File: src/rtl/dh_pkg.sv
// Shared definitions for the Diffie-Hellman modular exponentiation datapath:
// default widths, controller state encoding and multiplier latency.
package dh_pkg;

    localparam int DH_WIDTH     = 32;
    localparam int DH_EXP_WIDTH = 32;

    typedef enum logic [2:0] {
        S_IDLE   = 3'd0,
        S_CHECK  = 3'd1,
        S_REDUCE = 3'd2,
        S_STEP   = 3'd3,
        S_FINISH = 3'd4
    } dh_state_e;

    // Cycles from a mod_mul start pulse to its done pulse.
    function automatic int mul_latency(input int width);
        return width + 1;
    endfunction

endpackage

File: src/rtl/mod_mul.sv
// Interleaved shift-add modular multiplier: p = a*b mod m without ever forming
// the full double-width product. Requires b < m and m >= 2; a may be any value.
module mod_mul
    import dh_pkg::*;
#(
    parameter int WIDTH = DH_WIDTH
) (
    input  logic             clk,
    input  logic             rst,
    input  logic             start,
    input  logic [WIDTH-1:0] a,
    input  logic [WIDTH-1:0] b,
    input  logic [WIDTH-1:0] m,
    output logic             done,
    output logic [WIDTH-1:0] p
);

    localparam int CNT_W = $clog2(WIDTH + 1);

    logic [WIDTH-1:0] a_q, a_d;
    logic [WIDTH-1:0] b_q, b_d;
    logic [WIDTH-1:0] m_q, m_d;
    logic [WIDTH-1:0] acc_q, acc_d;
    logic [WIDTH-1:0] p_q, p_d;
    logic [CNT_W-1:0] cnt_q, cnt_d;
    logic             run_q, run_d;
    logic             done_q, done_d;
    logic [WIDTH-1:0] step_s;

    // acc < m, so 2*acc + b < 3m fits in WIDTH+2 bits and two subtractions restore acc < m.
    function automatic logic [WIDTH-1:0] mac_step(input logic [WIDTH-1:0] acc,
                                                   input logic             bit_i,
                                                   input logic [WIDTH-1:0] mult,
                                                   input logic [WIDTH-1:0] mod);
        logic [WIDTH+1:0] t;
        logic [WIDTH+1:0] mm;
        mm = {2'b00, mod};
        t  = {1'b0, acc, 1'b0} + (bit_i ? {2'b00, mult} : {(WIDTH+2){1'b0}});
        if (t >= mm) t = t - mm;
        else         t = t;
        if (t >= mm) t = t - mm;
        else         t = t;
        return t[WIDTH-1:0];
    endfunction

    // Next-state logic: load on start, then one multiplier bit per cycle MSB first.
    always_comb begin
        a_d    = a_q;
        b_d    = b_q;
        m_d    = m_q;
        acc_d  = acc_q;
        p_d    = p_q;
        cnt_d  = cnt_q;
        run_d  = run_q;
        done_d = 1'b0;
        step_s = mac_step(acc_q, a_q[WIDTH-1], b_q, m_q);
        if (start) begin
            a_d   = a;
            b_d   = b;
            m_d   = m;
            acc_d = {WIDTH{1'b0}};
            cnt_d = CNT_W'(WIDTH);
            run_d = 1'b1;
        end else if (run_q) begin
            acc_d = step_s;
            a_d   = {a_q[WIDTH-2:0], 1'b0};
            cnt_d = cnt_q - CNT_W'(1);
            if (cnt_q == CNT_W'(1)) begin
                run_d  = 1'b0;
                done_d = 1'b1;
                p_d    = step_s;
            end else begin
                run_d  = 1'b1;
            end
        end else begin
            run_d = 1'b0;
        end
    end

    // State registers.
    always_ff @(posedge clk or negedge rst) begin
        if (!rst) begin
            a_q    <= {WIDTH{1'b0}};
            b_q    <= {WIDTH{1'b0}};
            m_q    <= {WIDTH{1'b0}};
            acc_q  <= {WIDTH{1'b0}};
            p_q    <= {WIDTH{1'b0}};
            cnt_q  <= {CNT_W{1'b0}};
            run_q  <= 1'b0;
            done_q <= 1'b0;
        end else begin
            a_q    <= a_d;
            b_q    <= b_d;
            m_q    <= m_d;
            acc_q  <= acc_d;
            p_q    <= p_d;
            cnt_q  <= cnt_d;
            run_q  <= run_d;
            done_q <= done_d;
        end
    end

    assign done = done_q;
    assign p    = p_q;

endmodule

File: src/rtl/mod_exp_engine.sv
// Right-to-left square-and-multiply modular exponentiation engine with a
// start/busy/done handshake; two mod_mul units run the square and multiply in parallel.
module mod_exp_engine
    import dh_pkg::*;
#(
    parameter int WIDTH     = DH_WIDTH,
    parameter int EXP_WIDTH = DH_EXP_WIDTH
) (
    input  logic                 clk,
    input  logic                 rst,
    input  logic                 start,
    input  logic [WIDTH-1:0]     base,
    input  logic [EXP_WIDTH-1:0] exponent,
    input  logic [WIDTH-1:0]     modulus,
    output logic                 busy,
    output logic                 done,
    output logic                 err,
    output logic [WIDTH-1:0]     result
);

    localparam logic [WIDTH-1:0]     ONE_W  = WIDTH'(1);
    localparam logic [WIDTH-1:0]     ZERO_W = {WIDTH{1'b0}};
    localparam logic [EXP_WIDTH-1:0] ZERO_E = {EXP_WIDTH{1'b0}};

    dh_state_e            state_q, state_d;
    logic [WIDTH-1:0]     b_q, b_d;
    logic [WIDTH-1:0]     acc_q, acc_d;
    logic [WIDTH-1:0]     mod_q, mod_d;
    logic [EXP_WIDTH-1:0] e_q, e_d;
    logic                 launch_q, launch_d;
    logic                 busy_q, busy_d;
    logic                 done_q, done_d;
    logic                 err_q, err_d;
    logic [WIDTH-1:0]     result_q, result_d;
    logic                 step_go_s;

    logic                 sq_start_s, ml_start_s;
    logic [WIDTH-1:0]     sq_a_s, sq_b_s, ml_a_s, ml_b_s;
    logic                 sq_done, ml_done;
    logic [WIDTH-1:0]     sq_p, ml_p;

    // Controller next-state; b_q holds the raw base until REDUCE replaces it with base mod m.
    always_comb begin
        state_d   = state_q;
        b_d       = b_q;
        acc_d     = acc_q;
        mod_d     = mod_q;
        e_d       = e_q;
        launch_d  = 1'b0;
        busy_d    = busy_q;
        done_d    = 1'b0;
        err_d     = 1'b0;
        result_d  = result_q;
        step_go_s = 1'b0;
        case (state_q)
            S_IDLE: begin
                if (start) begin
                    state_d = S_CHECK;
                    busy_d  = 1'b1;
                    b_d     = base;
                    e_d     = exponent;
                    mod_d   = modulus;
                    acc_d   = ONE_W;
                end else begin
                    busy_d  = 1'b0;
                end
            end
            S_CHECK: begin
                if (mod_q <= ONE_W) begin
                    state_d  = S_FINISH;
                end else begin
                    launch_d = 1'b1;
                    state_d  = S_REDUCE;
                end
            end
            S_REDUCE: begin
                if (sq_done) begin
                    b_d = sq_p;
                    if (e_q == ZERO_E) begin
                        state_d   = S_FINISH;
                    end else begin
                        step_go_s = 1'b1;
                        state_d   = S_STEP;
                    end
                end else begin
                    state_d = S_REDUCE;
                end
            end
            S_STEP: begin
                if (sq_done && ml_done) begin
                    b_d   = sq_p;
                    acc_d = ml_p;
                    e_d   = e_q >> 1;
                    if (e_d == ZERO_E) begin
                        state_d   = S_FINISH;
                    end else begin
                        step_go_s = 1'b1;
                        state_d   = S_STEP;
                    end
                end else begin
                    state_d = S_STEP;
                end
            end
            S_FINISH: begin
                result_d = (mod_q <= ONE_W) ? ZERO_W : acc_q;
                err_d    = (mod_q == ZERO_W);
                done_d   = 1'b1;
                busy_d   = 1'b0;
                state_d  = S_IDLE;
            end
            default: begin
                state_d = S_IDLE;
                busy_d  = 1'b0;
            end
        endcase
    end

    // Next steps launch on the same edge the previous results land, so operands come from the _d values.
    always_comb begin
        sq_start_s = launch_q | step_go_s;
        sq_a_s     = launch_q ? b_q : b_d;
        sq_b_s     = launch_q ? ONE_W : b_d;
        ml_start_s = step_go_s;
        ml_a_s     = acc_d;
        ml_b_s     = e_d[0] ? b_d : ONE_W;
    end

    // Controller and output registers.
    always_ff @(posedge clk or negedge rst) begin
        if (!rst) begin
            state_q  <= S_IDLE;
            b_q      <= ZERO_W;
            acc_q    <= ZERO_W;
            mod_q    <= ZERO_W;
            e_q      <= ZERO_E;
            launch_q <= 1'b0;
            busy_q   <= 1'b0;
            done_q   <= 1'b0;
            err_q    <= 1'b0;
            result_q <= ZERO_W;
        end else begin
            state_q  <= state_d;
            b_q      <= b_d;
            acc_q    <= acc_d;
            mod_q    <= mod_d;
            e_q      <= e_d;
            launch_q <= launch_d;
            busy_q   <= busy_d;
            done_q   <= done_d;
            err_q    <= err_d;
            result_q <= result_d;
        end
    end

    mod_mul #(.WIDTH(WIDTH)) u_square (
        .clk   (clk),
        .rst   (rst),
        .start (sq_start_s),
        .a     (sq_a_s),
        .b     (sq_b_s),
        .m     (mod_q),
        .done  (sq_done),
        .p     (sq_p)
    );

    mod_mul #(.WIDTH(WIDTH)) u_multiply (
        .clk   (clk),
        .rst   (rst),
        .start (ml_start_s),
        .a     (ml_a_s),
        .b     (ml_b_s),
        .m     (mod_q),
        .done  (ml_done),
        .p     (ml_p)
    );

    assign busy   = busy_q;
    assign done   = done_q;
    assign err    = err_q;
    assign result = result_q;

endmodule

File: config.mk
export PLATFORM = sky130hd
export DESIGN_NAME = mod_exp_engine
export DESIGN_NICKNAME = d
export VERILOG_FILES = /design/src/rtl/dh_pkg.sv /design/src/rtl/mod_mul.sv /design/src/rtl/mod_exp_engine.sv
export SDC_FILE = /design/constraint.sdc
export NUM_CORES = 1
export LEC_CHECK = 0
export CAP_MARGIN = 20
export CORE_ASPECT_RATIO = 1.25
export CORE_MARGIN = 2
export CORE_UTILIZATION = 50
export CTS_CLUSTER_DIAMETER = 60
export DETAILED_ROUTE_END_ITERATION = 8
export DONT_BUFFER_PORTS = 1
export SYNTH_ARGS = -nofsm -noshare
export SYNTH_HDL_FRONTEND = slang
export SYNTH_SLANG_ARGS = --single-unit
File: constraint.sdc
create_clock -name clk -period 22.3 [get_ports clk]
set_input_delay 4.46 -clock clk [delete_from_list [all_inputs] [get_ports clk]]
set_output_delay 4.46 -clock clk [all_outputs]
set_load 0.02 [all_outputs]
==> flow_summary.yaml <==
outcome:
  status: "finished, final reports clean"
routing:
  drc_errors: 0
  wl_per_cell_um: 22.8
  routed_wl_um: 99700
  postRouteAntennaNets: 0
  via_per_inst: 6.10
  num_vias: 26700
  drt-pass1-iter-count: 7
  drt_iter0_drc: 2282
synth:
  synth.net_count: 3890
  netlist_instances: 3591
  synth_edf_count: 0
  synth_seq_area_share_pct: 39.8
  synthAdderAreaFrac_pct: 8.06
  synthArstFlopShare_pct: 100
  ys.flop_type: "dfrtp_1"
  yosys.area_share.xor_xnor_pct: 4.93
  synth_compound_area_share_pct: 20.4
  synthDistinctLibCells: 88
  synthSimpleGateAreaFrac_pct: 16.5
  yosysWarningCount: 0
  ys_seq_elements: 503
  synth_area_per_cell_um2: 8.80
  synth_top_family_by_area: "compound AO/OA/AOI/OAI gates"
  synthesis.area_um2: 31600
  synth_mux_area_share_pct: 6.06
global_route:
  grt_pass1_wl_um: 156000
  gr-total-overflow: 0
  grt_max_degree: 504
  antenna_found_initial: 1
  grt_pass1_vias: 26700
  track_usage_pct: 30.4
sta:
  tns_ns: 0
  fmax_ghz: 0.0940
  fin_crit_ns: 10.64
  fin_crit_sh_pct: 47.7
  worst_pin_slew_ns: 1.50
  fin_skew_ns: 0.0310
  hold_viol: 0
  rsz0062_at_grt: "no"
  slew_violations: 0
  relSlewSlack_pct: 0.0763
  setup_viol: 0
clock_tree:
  clockRootBuffer: "clkbuf_16"
  post_cts_buffers: 0
  cts_inserted_buffers: 53
  hold_buffers: 0
  path_clk_slew_ns: 0.06
  cts.htree.levels: 2
  cts_tree: "yes"
  cts_buffer_depth: 3
  insertion_delay_ns: 0.64
  cts_resized: 0
  cts_sinks: 503
finish:
  area_delta_synth_final_pct: 8.03
  instances_no_fill: 4382
  regArea_um2: 12600
  multi_input_area_um2: 17700
  drive_gt1_share_pct: 7.09
  fillers: 5914
  final_area_um2: 34100
  antenna_cells: 0
  nets: 3796
floorplan:
  fp.dieW_um: 229
  die_y_um: 285
  num_rows: 103
  core_area_um2: 62900
  ios: 134
  start_util_pct: 50.3
  fp.dieArea_um2: 65300
setup_path:
  crit_fanout: 31
  worstSetupPathType: "reg2reg"
  cp_common_cell: "a211o_1"
  critPathMaxStageDelay_ns: 0.89
  crit_slowest_cell: "o41ai_1"
  cp-end-kind: "register"
  worstPathArrival_ns: 11.11
  start_kind: "register"
  cp.required_ns: 22.78
placement:
  dpl-instance-area_um2: 32200
  placedCellCount: 4281
  io_buffer_count: 0
  finalWeightedCongestion: 0.984
  hpwl_um: 74300
flow_run:
  drv_cap: 0
hold_path:
  hp-class: "reg2reg"
==> routing by layer <==
metal  track usage [%]  share of wire (%)
met3              3.08                4.2
met1              37.6                 41
met2              53.7                 50
met4              13.9                5.0
met5                 0              0.012
==> state kept, by name, indices dropped and copies added (netlist names), 3 cells and up <==
name              cells
e_q                  32
u_square.a_q         32
u_square.cnt_q        6
result               32
state_q               3
u_multiply.acc_q     32
u_square.m_q         32
mod_q                32
u_multiply.a_q       32
u_multiply.m_q       32
u_multiply.cnt_q      6
u_multiply.p         32
b_q                  32
u_square.acc_q       32
acc_q                32
u_square.p           32
u_multiply.b_q       32
u_square.b_q         32
==> cell usage after synthesis, types with 6 or more instances <==
library cell / instances / area [um2]
a22oi_1: 34 / 255
a31o_2: 8 / 70.1
nand4_1: 28 / 175
nor4_1: 25 / 156
a211o_1: 11 / 96.3
dfrtp_1: 503 / 12600
buf_2: 7 / 35.0
clkbuf_1: 151 / 567
mux2i_1: 93 / 931
nor3_1: 105 / 526
o211ai_1: 18 / 135
a21o_1: 72 / 541
nand3_1: 89 / 445
o21ai_1: 61 / 305
and3_1: 20 / 125
a22o_1: 32 / 280
fa_1: 6 / 120
nor2b_1: 25 / 156
a222oi_1: 32 / 320
o2111ai_1: 6 / 52.6
a21oi_1: 292 / 1460
nand2_1: 473 / 1780
a311oi_1: 6 / 52.6
ha_1: 194 / 2430
and2_1: 76 / 475
a31oi_1: 32 / 200
buf_6: 6 / 67.6
or2_2: 6 / 37.5
or3_1: 7 / 43.8
o31ai_1: 10 / 75.1
inv_1: 167 / 627
o21a_1: 28 / 210
mux2_2: 84 / 946
o21bai_1: 16 / 120
buf_1: 10 / 37.5
nor2_1: 248 / 931
a211oi_1: 25 / 188
xnor2_1: 120 / 1050
and4_1: 6 / 52.6
o21ai_0: 294 / 1470
nand2b_1: 22 / 138
xor2_1: 58 / 508
==> placed cells by master (no fill, tap or decap), drive strengths merged, types with 26 or more instances in the layout <==
cell type and n:
dfrtp 503, a21oi 293, o21a 28, a222oi 32
nand3 89, xor2 58, buf 27, ha 194
nor2 248, a211oi 26, mux2 87, nand2 473
nor3 105, mux2i 93, clkbuf 68, a31oi 32
a22o 32, and2 77, a21o 72, xnor2 120
inv 171, nand4 28, a22oi 34, o21ai 355
==> cell type report <==
type	count	share of cell area [%]
Inverter	168	1.85
Timing Repair Buffer	27	0.652
Tap cell	840	3.08
Sequential cell	503	36.9
Clock inverter	32	1.26
Multi-Input combinational cell	2744	51.9
Clock buffer	68	4.40
==> kinds of logic (layout without fill, tap and decap cells) <==
kind of cell | Yosys count | count (layout)
AOI/OAI and AO/OA | 1036 | 1036
xor gates and xnor gates | 178 | 178
adders and majority gates | 200 | 200
buffers and inverters | 344 | 295
DFF | 503 | 503
muxes | 180 | 180
and+or+nand+nor | 1150 | 1150
==> per-stage QoR <==
stage / worst slack [ns] / hold slack, ns / util (%)
3_5_place_dp: 11.73 / 0.448 / 51.2
2_1_floorplan: 14.80 / 0.431 / -
6_report: 11.66 / 0.458 / 54.3
4_1_cts: 11.63 / 0.461 / 54.2
3_3_place_gp: 11.74 / 0.451 / 51.2
5_1_grt: 10.93 / 0.497 / 54.3
==> worst max-delay path, delay by kind of cell (launching register included) <==
family / cells / cell delay, ns
multiplexers: 1 / 0.36
adder cells (fa/ha/maj): 3 / 1.12
XOR/XNOR: 1 / 0.15
AO/OA/AOI/OAI: 18 / 5.63
AND/OR/NAND/NOR: 8 / 1.36
flip-flops: 1 / 0.81
buffers and inverters: 3 / 0.98
==> final timing paths <==
kind / startpoint / endpoint / slack (ns) / depth (start not counted)
worst min register to register: u_multiply.b_q[12]$_DFFE_PN0P_ / u_multiply.b_q[12]$_DFFE_PN0P_ / 0.46 / 2
worst min-delay path: u_multiply.b_q[12]$_DFFE_PN0P_ / u_multiply.b_q[12]$_DFFE_PN0P_ / 0.46 / 2
worst max register to register: u_square.a_q[31]$_DFFE_PN0P_ / u_square.acc_q[20]$_DFFE_PN0P_ / 11.66 / 34
worst max-delay path: u_square.a_q[31]$_DFFE_PN0P_ / u_square.acc_q[20]$_DFFE_PN0P_ / 11.66 / 34
min in group asynchronous: rst / result[27]$_DFFE_PN0P_ / 3.52 / 0
max in group asynchronous: rst / b_q[18]$_DFF_PN0_ / 17.57 / 0
Power is not shown: default switching activity piles up to over one toggle a cycle in this logic, so the estimate is an artifact.
